<file path="config.mk">
export PLATFORM = sky130hd
export DESIGN_NAME = householder_apply
export DESIGN_NICKNAME = d
export VERILOG_FILES = /design/src/rtl/householder_apply.sv
export SDC_FILE = /design/constraint.sdc
export NUM_CORES = 1
export LEC_CHECK = 0
export BUFFER_PORTS_ARGS = -buffer_cell sky130_fd_sc_hd__buf_2
export CORE_MARGIN = 2
export CORE_UTILIZATION = 58
export CTS_CLUSTER_SIZE = 40
export DETAILED_ROUTE_END_ITERATION = 8
export PLACE_DENSITY_LB_ADDON = 0.12
export SLEW_MARGIN = 20
export SYNTH_ARGS = -nofsm -noshare
export SYNTH_HDL_FRONTEND = slang
export SYNTH_SLANG_ARGS = --single-unit
</file>
<file path="constraint.sdc">
create_clock -name I_sys_clk -period 11.85 [get_ports I_sys_clk]
set_clock_uncertainty 0.15 [all_clocks]
set_input_delay 1.7775 -clock I_sys_clk [delete_from_list [all_inputs] [get_ports I_sys_clk]]
set_output_delay 1.7775 -clock I_sys_clk [all_outputs]
set_load 0.01 [all_outputs]
</file>
<file path="src/rtl/householder_apply.sv">
// householder_apply
//   Computes R = H*A for a 2x2 Householder reflector H and a 2x2 matrix A,
//   all Q8.8 signed. One signed 16x16 multiplier and a 33-bit accumulator
//   are time-shared over eight cycles. A small FSM (IDLE -> MAC -> DONE)
//   sequences the work, with valid/ready handshakes on both sides.
//
//   Optional feature macro: HOUSEHOLDER_APPLY_SAT_EN
//     defined   : results clamp to [0x8000, 0x7FFF] and O_sat reports clipping
//     undefined : results keep the low 16 bits (wrap) and O_sat is tied to 0
//
// Ports
//   I_sys_clk, I_sys_rst        clock (rising edge), async active-high reset
//   I_enable                    clock enable; low freezes every register
//   I_valid / O_ready           operand handshake (O_ready high only in IDLE)
//   I_h11..I_h22, I_a11..I_a22  operands, Q8.8 signed
//   O_valid / I_ready           result handshake (O_valid held until taken)
//   O_r11..O_r22                result R = H*A, Q8.8 signed
//   O_sat                       at least one result element was clipped
module householder_apply (
  input  logic        I_sys_clk,
  input  logic        I_sys_rst,
  input  logic        I_enable,
  input  logic        I_valid,
  output logic        O_ready,
  input  logic [15:0] I_h11,
  input  logic [15:0] I_h12,
  input  logic [15:0] I_h21,
  input  logic [15:0] I_h22,
  input  logic [15:0] I_a11,
  input  logic [15:0] I_a12,
  input  logic [15:0] I_a21,
  input  logic [15:0] I_a22,
  output logic        O_valid,
  input  logic        I_ready,
  output logic [15:0] O_r11,
  output logic [15:0] O_r12,
  output logic [15:0] O_r21,
  output logic [15:0] O_r22,
  output logic        O_sat
);

  typedef enum logic [1:0] {S_IDLE, S_MAC, S_DONE} state_t;

  state_t             state_q;
  logic [2:0]         cnt_q;
  logic signed [32:0] acc_q;
  logic signed [15:0] h_q [0:3];   // h11, h12, h21, h22
  logic signed [15:0] a_q [0:3];   // a11, a12, a21, a22
  logic        [15:0] r_q [0:3];   // r11, r12, r21, r22
  logic               valid_q;
  logic               ready_q;

  // Product order for cnt = 0..7:
  //   H11*A11, H12*A21, H11*A12, H12*A22, H21*A11, H22*A21, H21*A12, H22*A22
  // cnt[2] picks the H row, cnt[0] the H column / A row, cnt[1] the A column.
  logic signed [15:0] h_sel_d;
  logic signed [15:0] a_sel_d;
  logic signed [31:0] prod_d;
  logic signed [32:0] sum_d;
  logic        [15:0] red_d;      // pair sum shifted right 8 and reduced to 16 bits

  always_comb begin
    h_sel_d = h_q[{cnt_q[2], cnt_q[0]}];
    a_sel_d = a_q[{cnt_q[0], cnt_q[1]}];
    prod_d  = h_sel_d * a_sel_d;
    sum_d   = acc_q + $signed({prod_d[31], prod_d});
  end

`ifdef HOUSEHOLDER_APPLY_SAT_EN
  logic signed [32:0] shifted_d;
  logic               clip_d;
  logic               sat_q;

  always_comb begin
    shifted_d = sum_d >>> 8;
    clip_d    = 1'b0;
    red_d     = shifted_d[15:0];
    if (shifted_d > 33'sd32767) begin
      red_d  = 16'h7FFF;
      clip_d = 1'b1;
    end else if (shifted_d < -33'sd32768) begin
      red_d  = 16'h8000;
      clip_d = 1'b1;
    end
  end

  assign O_sat = sat_q;
`else
  // Arithmetic shift by 8 then keep 16 bits is just a bit slice.
  assign red_d = sum_d[23:8];
  assign O_sat = 1'b0;
`endif

  always_ff @(posedge I_sys_clk or posedge I_sys_rst) begin
    if (I_sys_rst) begin
      state_q <= S_IDLE;
      cnt_q   <= 3'd0;
      acc_q   <= '0;
      valid_q <= 1'b0;
      ready_q <= 1'b1;
      for (int i = 0; i < 4; i++) begin
        h_q[i] <= '0;
        a_q[i] <= '0;
        r_q[i] <= '0;
      end
`ifdef HOUSEHOLDER_APPLY_SAT_EN
      sat_q   <= 1'b0;
`endif
    end else if (I_enable) begin
      case (state_q)
        S_IDLE: begin
          if (I_valid && ready_q) begin
            h_q[0]  <= I_h11;
            h_q[1]  <= I_h12;
            h_q[2]  <= I_h21;
            h_q[3]  <= I_h22;
            a_q[0]  <= I_a11;
            a_q[1]  <= I_a12;
            a_q[2]  <= I_a21;
            a_q[3]  <= I_a22;
            cnt_q   <= 3'd0;
            acc_q   <= '0;
            ready_q <= 1'b0;
            state_q <= S_MAC;
`ifdef HOUSEHOLDER_APPLY_SAT_EN
            sat_q   <= 1'b0;
`endif
          end
        end
        S_MAC: begin
          if (cnt_q[0]) begin
            // Second product of a pair: retire the element, restart the sum.
            r_q[cnt_q[2:1]] <= red_d;
            acc_q           <= '0;
`ifdef HOUSEHOLDER_APPLY_SAT_EN
            sat_q           <= sat_q | clip_d;
`endif
          end else begin
            acc_q <= sum_d;
          end
          cnt_q <= cnt_q + 3'd1;
          if (cnt_q == 3'd7) begin
            valid_q <= 1'b1;
            state_q <= S_DONE;
          end
        end
        S_DONE: begin
          if (I_ready) begin
            valid_q <= 1'b0;
            ready_q <= 1'b1;
            state_q <= S_IDLE;
          end
        end
        default: begin
          state_q <= S_IDLE;
          ready_q <= 1'b1;
          valid_q <= 1'b0;
        end
      endcase
    end
  end

  assign O_ready = ready_q;
  assign O_valid = valid_q;
  assign O_r11   = r_q[0];
  assign O_r12   = r_q[1];
  assign O_r21   = r_q[2];
  assign O_r22   = r_q[3];

endmodule
</file>
==> flow_metrics.env <==
export IMPL_worstReg2RegEnd="O_r12[14]"
export IMPL_synth_compound_area_share_pct=4.03
export IMPL_maxCapViolations=0
export IMPL_rsz0062_at_grt="no"
export IMPL_cts_tree="yes"
export IMPL_setup_viol=0
export IMPL_r2r_start="cnt_q[0]"
export IMPL_nNetsFinal=2252
export IMPL_final_setup_tns_ps=0
export IMPL_synth_seq_area_share_pct=31.3
export IMPL_synth_top_family_by_area="adder cells"
export IMPL_synth_xor_area_share_pct=2.12
export IMPL_r2r_cells=22
export IMPL_antennaDiodeCount=0
export IMPL_drive_above_1_share_pct=24.1
export IMPL_timing_hold_ws_ps=323
export IMPL_final_area_um2=20000
export IMPL_avgViaCountPerCell=5.42
export IMPL_netlist_area_um2=17900
export IMPL_hp_start="O_r12[13]"
export IMPL_syn_num_nets=2085
export IMPL_ir_drop_v=0.000138
export IMPL_ant_nets=0
export IMPL_required_ps=12090
export IMPL_antenna_found_initial=0
export IMPL_finalHoldViolCount=0
export IMPL_track_usage_pct=26.1
export IMPL_ios=200
export IMPL_multi_input_area_um2=10800
export IMPL_setup_slack_ps=3970
export IMPL_die_area_um2=32200
export IMPL_num_rows=64
export IMPL_synth_top_area_share_pct=31.1
export IMPL_overflow=0
export IMPL_dr_pass1_iters=5
export IMPL_hp_class="reg -> reg"
export IMPL_finalCriticalPeriod_ps=7880
export IMPL_hold_end="O_r12[13]"
export IMPL_cts_buffers_inserted=25
export IMPL_period_share_pct=66.5
export IMPL_relSlewSlack_pct=32.5
export IMPL_min_path_cells=2
export IMPL_power_mw=2.86
export IMPL_switching_share_pct=36.7
export IMPL_ys_seq_elements=223
export IMPL_avgSynthCellArea_um2=10.8
export IMPL_io_buffer_count=198
export IMPL_crit_fanout=40
export IMPL_die_height_um=179
export IMPL_root_buffer="clkbuf_16"
export IMPL_yosysUniqueCellTypes=52
export IMPL_htree_levels=1
export IMPL_clkSlewWorstSetupHoldPaths_ps=60
export IMPL_power_density_nw_per_um2=143
export IMPL_synthAdderAreaFrac_pct=29.2
export IMPL_syn_inst=1660
export IMPL_slew_viol_final=0
export IMPL_ys_async_sr_fraction_pct=100
export IMPL_power_frac_clock_pct=26.8
export IMPL_start_util_pct=58.7
export IMPL_num_vias=12128
export IMPL_place_area_um2=19200
export IMPL_grt_pass1_wl_um=67900
export IMPL_cts_sinks=223
export IMPL_area_growth_pct=11.8
export IMPL_worstMarginPinSlew_ps=1010
export IMPL_reg2reg_slack_ps=3970
export IMPL_synth_area_leaders="dfrtp_1, fa_1, mux2_2"
export IMPL_clockBufferDepth=3
export IMPL_grt_pass1_vias=13246
export IMPL_cts_resized=0
export IMPL_drt_iter0_drc=602
export IMPL_outcome="completed"
export IMPL_critPathArrivalTime_ps=8110
export IMPL_coreArea_um2=30400
export IMPL_p_int_mw=1.81
export IMPL_wl_um=39800
export IMPL_power_frac_seq_pct=36.4
export IMPL_yosysTopAreaCell="dfrtp_1"
export IMPL_power_share_combinational_pct=36.8
export IMPL_synth_mux_area_share_pct=13.8
export IMPL_ys_flop_type="dfrtp_1"
export IMPL_n_fill_cell=2480
export IMPL_leakagePower_nw=10.6
export IMPL_die_x_um=179
export IMPL_netSwitchingPower_mw=1.05
export IMPL_hpwlAfterDp_um=30300
export IMPL_synth_edf_count=0
export IMPL_grt_max_degree=91
export IMPL_hold_buffers=0
export IMPL_drc=0
export IMPL_fmax_mhz=127
export IMPL_yosysWarnings=0
export IMPL_place_ws_ps=4030
export IMPL_postCtsSetupBuffers=0
export IMPL_seqCellArea_um2=5580
export IMPL_wl_per_cell_um=17.8
export IMPL_setup_worst_path_start_class="flip-flop"
export IMPL_cp_end_kind="flip-flop"
export IMPL_synth_simple_area_share_pct=11.2
export IMPL_routabilityCongestion=0.834
export IMPL_path_class="reg -> reg"
export IMPL_clock_insertion_delay_worst_skew_ps=520
stage by stage:
stage          utilization [%]  cells
3_3_place_gp              63.0   2196
5_1_grt                   65.6   2239
3_5_place_dp              63.0   2196
6_report                  65.6   2239
4_1_cts                   65.6   2239
2_1_floorplan                -   1660
flip-flops by register name (all words and copies together) (netlist names), 2 cells and up:
signal / count
O_r11: 16
O_r12: 16
O_r21: 16
O_r22: 16
a_q: 64
acc_q: 24
cnt_q: 3
h_q: 64
state_q: 2
worst max-delay path by stage:
stage                     startpoint        end  slack [ps]  cells past startpoint
after floorplan            I_sys_rst   O_r11[0]        3820                      1
after detailed placement    cnt_q[2]  O_r12[14]        4030                     21
final                       cnt_q[0]  O_r12[14]        3970                     22
after CTS                   cnt_q[2]  O_r12[14]        3970                     21
after global placement      cnt_q[2]  O_r22[15]        4130                     21
after global routing        cnt_q[0]  O_r12[14]        3530                     22
placed cells by master, fill, tap and decap left out, types with 5 or more instances in the layout:
cell type / Yosys / routed
or4_1: 5 / 5
nand2b_1: 6 / 6
mux2_2: 152 / 152
clkbuf_1: 56 / 6
o21ai_0: 34 / 34
xnor2_1: 29 / 29
mux4_2: 31 / 31
buf_2: 5 / 198
xor2_1: 8 / 8
a31oi_1: 8 / 8
a22o_1: 18 / 18
or3_1: 5 / 5
nor2_1: 38 / 38
buf_4: 3 / 11
inv_1: 318 / 317
mux2i_1: 5 / 5
ha_1: 83 / 83
nand3_1: 13 / 13
fa_1: 209 / 209
clkbuf_16: 0 / 25
dfrtp_1: 222 / 220
nand2_1: 193 / 193
and2_1: 136 / 136
a21oi_1: 27 / 27
a21o_1: 5 / 5
power by group through the flow:
| stage | Combinational (mW) | Clock, mW | Sequential [mW] |
|---|---|---|---|
| global route | 1.17 | 0.814 | 1.06 |
| global placement | 1.03 | 0 | 1.05 |
| CTS | 1.06 | 0.787 | 1.04 |
| finish | 1.05 | 0.766 | 1.04 |
| floorplan | 0.709 | 0 | 1.05 |
| detailed placement | 1.05 | 0 | 1.06 |
cell usage after synthesis, types with 6 or more instances:
| master | count |
|---|---|
| inv_1 | 318 |
| dfrtp_1 | 222 |
| fa_1 | 209 |
| nand2_1 | 193 |
| mux2_2 | 152 |
| and2_1 | 136 |
| ha_1 | 83 |
| clkbuf_1 | 56 |
| nor2_1 | 38 |
| o21ai_0 | 34 |
| mux4_2 | 31 |
| xnor2_1 | 29 |
| a21oi_1 | 27 |
| a22o_1 | 18 |
| nand3_1 | 13 |
| a31oi_1 | 8 |
| xor2_1 | 8 |
| nand2b_1 | 6 |
| nor3_1 | 6 |
metal layers:
layer  vias to the layer above  GRT usage, %  wire length, µm
met2                       367          43.8            19500
met3                        57          3.42             2200
met5                         -             0                0
met4                         0          6.67              906
li1                       5513             -                -
met1                      6191          36.3            17200
area by class of cell:
type,instances,share of cell area [%]
clock inverters,8,0.514
well taps,396,2.48
multi-input cells,1050,54.1
repair buffers,209,5.37
clock buffers,35,3.52
flip-flops and latches,223,28.0
inverters,318,6.01
worst max-delay path, cell delays in order, from the launching register on:
cell       delay [ps]
dfrtp_2           340
buf_4             500
mux4_2            750
and2_1            220
fa_1              530
inv_1              60
fa_1              500
fa_1              520
inv_1              60
fa_1              490
fa_1              500
inv_1              50
fa_1              470
inv_1              40
ha_1              340
a21o_1            200
a21o_1            170
a21o_1            190
a211oi_1          230
o21ai_0           250
a2111oi_2         830
or4_1             240
nand3_1            70
logic make-up after synthesis:
logic type	count (synthesis)
other	1
buffers and inverters	387
AND/OR/NAND/NOR	415
XOR/XNOR	40
flip-flops	223
AO/OA/AOI/OAI	114
multiplexers	188
adder cells (fa/ha/maj)	292
Power figures use the tool's default switching activity.
